## config.mk

```make
export PLATFORM = sky130hd
export DESIGN_NAME = fifo_sync_param
export DESIGN_NICKNAME = d
export VERILOG_FILES = /design/src/rtl/fifo_sync_param.sv
export SDC_FILE = /design/constraint.sdc
export NUM_CORES = 1
export LEC_CHECK = 0
export CAP_MARGIN = 20
export CORE_MARGIN = 2
export CORE_UTILIZATION = 30
export DETAILED_ROUTE_END_ITERATION = 8
export SYNTH_ARGS = -nofsm -noshare
export SYNTH_HDL_FRONTEND = slang
export SYNTH_SLANG_ARGS = --single-unit
```

## constraint.sdc

```tcl
create_clock -name clock -period 3.8 [get_ports clock]
set_input_delay 0.38 -clock clock [delete_from_list [all_inputs] [get_ports clock]]
set_output_delay 0.38 -clock clock [all_outputs]
set_load 0.01 [all_outputs]
```

## src/rtl/fifo_sync_param.sv

```systemverilog
// Parametrised single-clock FIFO with occupancy count, almost flags,
// sticky overflow/underflow and selectable first-word-fall-through reads.
module fifo_sync_param #(
    parameter int unsigned DATA_W   = 8,
    parameter int unsigned DEPTH    = 16,
    parameter int unsigned AF_LEVEL = DEPTH - 2,
    parameter int unsigned AE_LEVEL = 2,
    parameter bit          FWFT     = 1'b0
) (
    input  logic                     clock,
    input  logic                     reset,
    input  logic [DATA_W-1:0]        data_in,
    input  logic                     push,
    output logic                     full,
    output logic                     almost_full,
    output logic [DATA_W-1:0]        data_out,
    input  logic                     pop,
    output logic                     empty,
    output logic                     almost_empty,
    output logic [$clog2(DEPTH):0]   count,
    output logic                     overflow,
    output logic                     underflow,
    input  logic                     err_clr
);

    localparam int unsigned AW = $clog2(DEPTH);
    localparam logic [AW:0] DEPTH_C = (AW+1)'(DEPTH);
    localparam logic [AW:0] AF_C    = (AW+1)'(AF_LEVEL);
    localparam logic [AW:0] AE_C    = (AW+1)'(AE_LEVEL);
    localparam logic [AW:0] ONE_C   = (AW+1)'(1);

    if (((DEPTH & (DEPTH - 1)) != 0) || (DEPTH < 4)) begin : g_bad_depth
        $error("fifo_sync_param: DEPTH must be a power of two >= 4");
    end
    if (!((AE_LEVEL >= 1) && (AE_LEVEL < AF_LEVEL)
          && (AF_LEVEL <= DEPTH))) begin : g_bad_levels
        $error("fifo_sync_param: need 1 <= AE_LEVEL < AF_LEVEL <= DEPTH");
    end

    logic [DATA_W-1:0] mem_q [DEPTH];
    logic [AW:0]       wr_ptr_q, wr_ptr_d;
    logic [AW:0]       rd_ptr_q, rd_ptr_d;
    logic              ovf_q, ovf_d;
    logic              udf_q, udf_d;
    logic              push_ok, pop_ok;
    logic [AW-1:0]     rd_addr;

    // All status decodes come from registered pointers only.
    assign count        = wr_ptr_q - rd_ptr_q;
    assign full         = (count == DEPTH_C);
    assign empty        = (count == '0);
    assign almost_full  = (count >= AF_C);
    assign almost_empty = (count <= AE_C);
    assign overflow     = ovf_q;
    assign underflow    = udf_q;

    assign push_ok = push && !full;
    assign pop_ok  = pop && !empty;
    assign rd_addr = rd_ptr_q[AW-1:0];

    always_comb begin
        wr_ptr_d = wr_ptr_q;
        rd_ptr_d = rd_ptr_q;
        ovf_d    = ovf_q;
        udf_d    = udf_q;
        if (push_ok) wr_ptr_d = wr_ptr_q + ONE_C;
        if (pop_ok)  rd_ptr_d = rd_ptr_q + ONE_C;
        if (err_clr) begin
            ovf_d = 1'b0;
            udf_d = 1'b0;
        end
        // A fresh error in the clearing cycle must not be lost.
        if (push && full) ovf_d = 1'b1;
        if (pop && empty) udf_d = 1'b1;
    end

    always_ff @(posedge clock or negedge reset) begin
        if (!reset) begin
            wr_ptr_q <= '0;
            rd_ptr_q <= '0;
            ovf_q    <= 1'b0;
            udf_q    <= 1'b0;
        end else begin
            wr_ptr_q <= wr_ptr_d;
            rd_ptr_q <= rd_ptr_d;
            ovf_q    <= ovf_d;
            udf_q    <= udf_d;
        end
    end

    always_ff @(posedge clock) begin
        if (push_ok) mem_q[wr_ptr_q[AW-1:0]] <= data_in;
    end

    if (FWFT) begin : g_fwft
        assign data_out = mem_q[rd_addr];
    end else begin : g_reg
        logic [DATA_W-1:0] dout_q;

        always_ff @(posedge clock or negedge reset) begin
            if (!reset) begin
                dout_q <= '0;
            end else if (pop_ok) begin
                dout_q <= mem_q[rd_addr];
            end
        end

        assign data_out = dout_q;
    end

endmodule

```

==> flow_metrics.py <==
metrics = {
    "routing": {
        "drc_errors": 0,
        "routed-via-count": 2996,
        "vias_per_cell": 4.72,
        "antenna_left": 0,
        "wl_met1_um": 5570,
        "wire_per_inst_um": 19.9,
        "route.met3.wl_um": 553,
        "met2_length_um": 6310,
        "drt_iter0_drc": 263,
        "dr.pass1.iters": 4,
        "dr.max_layer_used": "met4",
        "wl_um": 12600,
    },
    "synth": {
        "ys_ff_latch": 148,
        "avgSynthCellArea_sq_um": 19.5,
        "synth-edff-count": 128,
        "ys_top_cells_by_area": "edfxtp_1 65%, mux4_2 12%, dfrtp_1 8.4%",
        "syn_inst": 305,
        "synthesis.area_sq_um": 5960,
        "synthAdderAreaFrac": 0.0223,
        "netlist.area_leader.share": 0.645,
        "ys.flop_type": "edfxtp_1",
        "yosysUniqueCellTypes": 34,
        "syn_nets": 328,
        "synth_xor_area_frac": 0.0189,
        "yosysSeqAreaShare": 0.729,
        "ys_warn_count": 0,
        "yosysTopAreaCell": "edfxtp_1",
        "synth_top_family_by_area": "multiplexers",
        "muxShareOfSynthArea": 0.143,
        "synth_compound_area_frac": 0.0368,
        "synth-async-reset-ratio": 0.135,
        "post_synth_and_or_nand_nor_area_fraction": 0.0361,
    },
    "grt": {
        "grt_max_degree": 36,
        "grt_pass1_vias": 3146,
        "antenna_found_initial": 0,
        "gr-total-overflow": 0,
        "grt_pass1_wl_um": 19000,
        "grt_usage": 0.124,
    },
    "critical_path": {
        "crit_top_cell": "inv_1",
        "endpoint": "almost_empty",
        "worstSetupPathType": "reg -> out",
        "required_ns": 3.42,
        "worst_r2r_endpoint": "mem_q[9][3]",
        "rr_startpoint": "wr_ptr_q[0]",
        "setup.worst_path.start_class": "register",
        "worstPathArrival_ns": 3.23,
        "crit_fanout": 9,
        "critPathSlowestCell": "clkdlybuf4s50_1",
        "reg2regPathDepth": 10,
        "cpPeakStageDelay_ns": 0.59,
        "endpoint_kind": "output port",
        "crit_chain": "inv_1, ha_1, inv_1, fa_1, a21o_1, a21oi_2, xor2_2, inv_2, a2111oi_2, clkdlybuf4s50_1",
        "r2r_slack_ns": 0.51,
        "crit_start": "wr_ptr_q[0]",
    },
    "die": {
        "fp.dieW_um": 145,
        "die_y_um": 145,
        "core_sq_um": 19500,
        "io_pins": 32,
        "die_area_sq_um": 21000,
        "initial_utilization": 0.306,
        "rows": 51,
    },
    "clocking": {
        "cts.path.max_buffers": 2,
        "worstSkewPairLatency_ns": 0.42,
        "htree_levels": 4,
        "cts_made_buffers": 17,
        "clock-sinks": 148,
        "cts_root_buffer": "clkbuf_16",
        "cts_tree": "done",
        "path_clk_slew_ns": 0.06,
    },
    "run": {
        "drv_cap": 0,
    },
    "sta": {
        "hold_viol": 0,
        "period_minus_slack_ns": 3.61,
        "skew_ns": 0.00463,
        "slew_headroom": 0.535,
        "holdWs_ns": 0.252,
        "drv_slew": 0,
        "fin_crit_sh": 0.949,
        "fmax_mhz": 277,
        "worst_slack_ns": 0.195,
        "setup_viol": 0,
        "tightest_slew_ns": 0.696,
    },
    "power": {
        "ir_worst_vdd_v": 0.000432,
        "p_per_area_nw_per_um2": 866,
        "p_leak_nw": 2.45,
    },
    "placement": {
        "placed_cell_area_sq_um": 6650,
        "place_inst": 601,
        "io_buffers": 31,
        "finalWeightedCongestion": 0.755,
        "place_ws_ns": 0.438,
        "dp_hpwl_um": 8240,
    },
    "final_layout": {
        "final_cell_mix": "128 x edfxtp_1, 32 x mux4_2, 31 x clkdlybuf4s50_1",
        "area_growth_pct": 21.7,
        "fin_cells": 635,
        "final_common_cell": "edfxtp_1",
        "final_area_sq_um": 7250,
        "layout.nets": 380,
        "antennaDiodeCount": 0,
        "fin_util": 0.372,
        "drive_gt1_frac": 0.243,
    },
    "run_status": {
        "status": "complete, no violations",
    },
    "min_path": {
        "hp-class": "in -> async",
    },
}
## power breakdown
group	internal, mW	switching [mW]	total (mW)	leakage [nW]
clock	1.01	0.603	1.61	0.281
combinational	1.18	1.33	2.51	0.781
sequential	2.04	0.121	2.16	1.39
total	4.22	2.06	6.28	2.45
## metrics by stage
| stage | TNS, ns | total power, mW |
|---|---|---|
| 6_report | 0 | 6.28 |
| 5_1_grt | -0.000246 | 6.58 |
| 4_1_cts | 0 | 6.22 |
| 3_5_place_dp | 0 | 4.59 |
| 3_3_place_gp | 0 | 4.56 |
| 2_1_floorplan | 0 | 3.68 |
## critical path: cells and delay by family (launching register included)
kind,cells,cell delay (ns)
buffers and inverters,4,0.93
AO/OA/AOI/OAI,3,0.69
flip-flops,1,0.41
XOR/XNOR,1,0.21
adder cells (fa/ha/maj),2,0.58
## how the worst min path moves through the flow
stage | startpoint | to
floorplan | reset | data_out[0]
global placement | rd_ptr_q[4] | rd_ptr_q[4]
detailed placement | rd_ptr_q[4] | rd_ptr_q[4]
CTS | reset | wr_ptr_q[3]
global route | reset | underflow
finish | reset | wr_ptr_q[3]
## registers in the layout, summed over array words and instances (netlist names)
name / cells
mem_q: 128
data_out: 8
overflow: 1
underflow: 1
rd_ptr_q: 5
wr_ptr_q: 5
## cell usage after synthesis, types with 4 or more instances
master      n
nor2_1     11
and3_1     12
xnor2_1     7
inv_1       9
dfrtp_1    20
o22ai_1    16
nor2b_1     4
buf_2       5
xor2_1      4
clkbuf_1    4
mux2_2     11
nand2_1     5
edfxtp_1  128
mux4_2     32
ha_1        9
a21oi_1     5
## final cells by class
cell class	instances	area [sq um]
sequential	148	4350
tap	265	332
clock buffer	17	425
fill	1782	12200
multi-input combinational	138	1550
inverter	10	37.5
clock inverter	15	145
timing repair buffer	42	413
## layer usage
layer / global-route usage / vias to the layer above
li1: - / 1339
met1: 0.161 / 1574
met2: 0.205 / 69
met3: 0.0286 / 14
met4: 0.0460 / 0
met5: 0 / -
## repair_timing
action / CTS / global route
setup buffers: 0 / 2
endpoints found under the setup margin: 1 / 3
hold buffers: 0 / 0
gates resized for setup: 1 / 3
## kinds of logic after synthesis
logic type               after synthesis
AO/OA/AOI/OAI                         31
XOR/XNOR                              12
adder cells (fa/ha/maj)               10
buffers and inverters                 19
flip-flops                           148
multiplexers                          44
AND/OR/NAND/NOR                       41
Power figures use the tool's default switching activity.
==> variant, RTL diff (same settings) <==
Set the parameter `DEPTH` to 32 (it was 16).
--- a/src/rtl/fifo_sync_param.sv
+++ b/src/rtl/fifo_sync_param.sv
@@ -4,3 +4,3 @@
     parameter int unsigned DATA_W   = 8,
-    parameter int unsigned DEPTH    = 16,
+    parameter int unsigned DEPTH    = 32,
     parameter int unsigned AF_LEVEL = DEPTH - 2,
Interface: changed (resized count); port bits go from 32 to 33. The function was not compared with the original's and may differ.
==> variant against the original RTL <==
Design area is 81% higher; area after synthesis up 86%; sequential cell count up 130; worst hold slack improved by 0.0067 ns; fmax grew 0.61%; routed wire length up 89%; sequential power increased by 77%; power up 65%; via count increased by 85%; die area is 83% higher; first-iteration DRC count rose by 80%; setup slack better by 0.022 ns; largest cell class unchanged; largest power group is now sequential cells; highest routed layer unchanged.
==> variant: results (changes against the original RTL) <==
* Initial antenna violation count at 0 (unchanged)
* Nets@finish at 641 (+69%)
* Clock Skew at 0.0139 ns (+0.00925 ns)
* GRT Total Usage at 0.126 (+0.00124)
* Antenna fix cells at 0 (unchanged)
* Pint at 0.00709 W (+68%)
* Post-synth EDFFs at 256 (+100%)
* Total CTS buffers at 29 (+12)
* Arr. time, crit path at 3.20 ns (-0.03 ns)
* Routed WL at 23.9 mm (+89%)
* Static Leak at 4.28 nW (+75%)
* Status: finished, final reports clean
* PortBufs at 32 (+3.2%)
* Fillers at 3,348 (+88%)
* Largest stage delay on the critical path at 0.55 ns (-0.04 ns)
* Met1 GRT Util at 0.185 (+0.0245)
* Initial drt markers at 473 (+80%)
* CTS Buffer Depth at 3 (+1)
* Pre-CTS setup slack at 0.153 ns (-0.285 ns)
* Sequential area share after synthesis at 0.744 (+0.0141)
* Syn_nets at 576 (+76%)
* Post-synth top cells: edfxtp_1 (256), mux4_2 (64), nor2_1 (42)
* Post-synth ARST share at 0.0791 (-0.0560)
* Final GP Congestion at 0.850 (+13%)
* Vias in the first global route at 5,706 (+81%)
* Clk root buf: clkbuf_16
* Share of cells above drive strength 1 at 0.238 (-0.00574)
* Max transition margin at 0.290 (-0.245)
* M2 GR Usage at 0.200 (-0.00566)
* Largest fanout on the critical path at 6 (-3)
* Vias per cell at 5.00 (+6.0%)
* Top cells by area, synth: edfxtp_1 (69%), mux4_2 (13%), dfrtp_1 (5.0%)
* First-pass GRT wire length at 36.5 mm (+92%)
* Crit path max-delay family: buffers and inverters
* Yosys cell types at 46 (+35%)
* Maximum vdd drop at 364 uV (-16%)
* Clk_lat worst skew at 0.54 ns (+0.12 ns)
* Pre-Repair DR Iteration Count at 5 (+1)
* Max reg flops at 256 (+100%)
* Met3 Track Usage GR at 0.0179 (-0.0107)
* CTS HTree Levels at 1 (-3)
* Dpl hpwl at 15.2 mm (+84%)
* Pin count of the biggest net entering global routing at 68 (+89%)
==> variant: through the flow <==
step	cells	cell area [sq um]	total power, W
6_report	1108	13200	0.0104
5_1_grt	1108	13200	0.0109
4_1_cts	1107	13100	0.0105
3_5_place_dp	1052	12100	0.00747
3_3_place_gp	1049	12000	0.00745
2_1_floorplan	552	11100	0.00616
==> variant: cell type report <==
type	count	area, sq um	area share
Clock buffer	36	782	0.0595
Timing Repair Buffer	55	566	0.0430
Inverter	14	52.6	0.00400
Sequential cell	278	8240	0.627
Multi-Input combinational cell	239	2700	0.205
Tap cell	468	586	0.0445
Clock inverter	18	226	0.0172
==> variant: cell families (layout without fill, tap and decap cells) <==
group,after synthesis,after routing,synth area share
simple gates,82,82,0.0372
xor+xnor,14,14,0.0111
mux,66,66,0.132
compound gates,66,66,0.0488
flops,278,278,0.744
buf+inv,35,123,0.0142
fa+ha+maj,11,11,0.0131
==> variant: worst register-to-register path, cell delays in order, from the launching register on <==
cell	delay [ns]
dfrtp_1	0.42
inv_1	0.12
ha_1	0.45
or3b_1	0.39
a21oi_2	0.22
a2111oi_2	0.08
o211ai_2	0.10
buf_4	0.18
nand3_1	0.42
nor2_1	0.79
==> variant: layer usage <==
| layer | up-vias | share of wire |
|---|---|---|
| li1 | 2417 | - |
| met2 | 180 | 0.47 |
| met5 | - | 0 |
| met1 | 2915 | 0.46 |
| met3 | 29 | 0.058 |
| met4 | 0 | 0.013 |
==> variant: repair_timing <==
item	in CTS	in global routing
endpoints found under the setup margin	1	28
resized for setup	1	7
setup buffers	1	0
pin swaps	1	0
==> variant: final timing paths <==
check,startpoint,to,slack [ns],cells past startpoint
setup / recovery,wr_ptr_q[0]$_DFFE_PN0P_,full,0.22,9
hold / removal,reset,underflow$_DFFE_PN0P_,0.26,1
setup reg to reg,rd_ptr_q[4]$_DFFE_PN0P_,mem_q[25][7]$_DFFE_PP_,0.26,9
hold reg to reg,data_out[6]$_DFFE_PN0P_,data_out[6]$_DFFE_PN0P_,0.48,1
max in group asynchronous,reset,wr_ptr_q[0]$_DFFE_PN0P_,2.90,2
min in group clock,err_clr,underflow$_DFFE_PN0P_,0.47,3
==> variant: power by group through the flow <==
stage                     Combinational [W]  Clock [W]  Sequential [W]
after CTS                           0.00363    0.00301         0.00382
after global routing                0.00389    0.00313         0.00385
after global placement              0.00358          0         0.00387
after floorplan                     0.00233          0         0.00384
final                               0.00361    0.00296         0.00382
after detailed placement            0.00359          0         0.00388
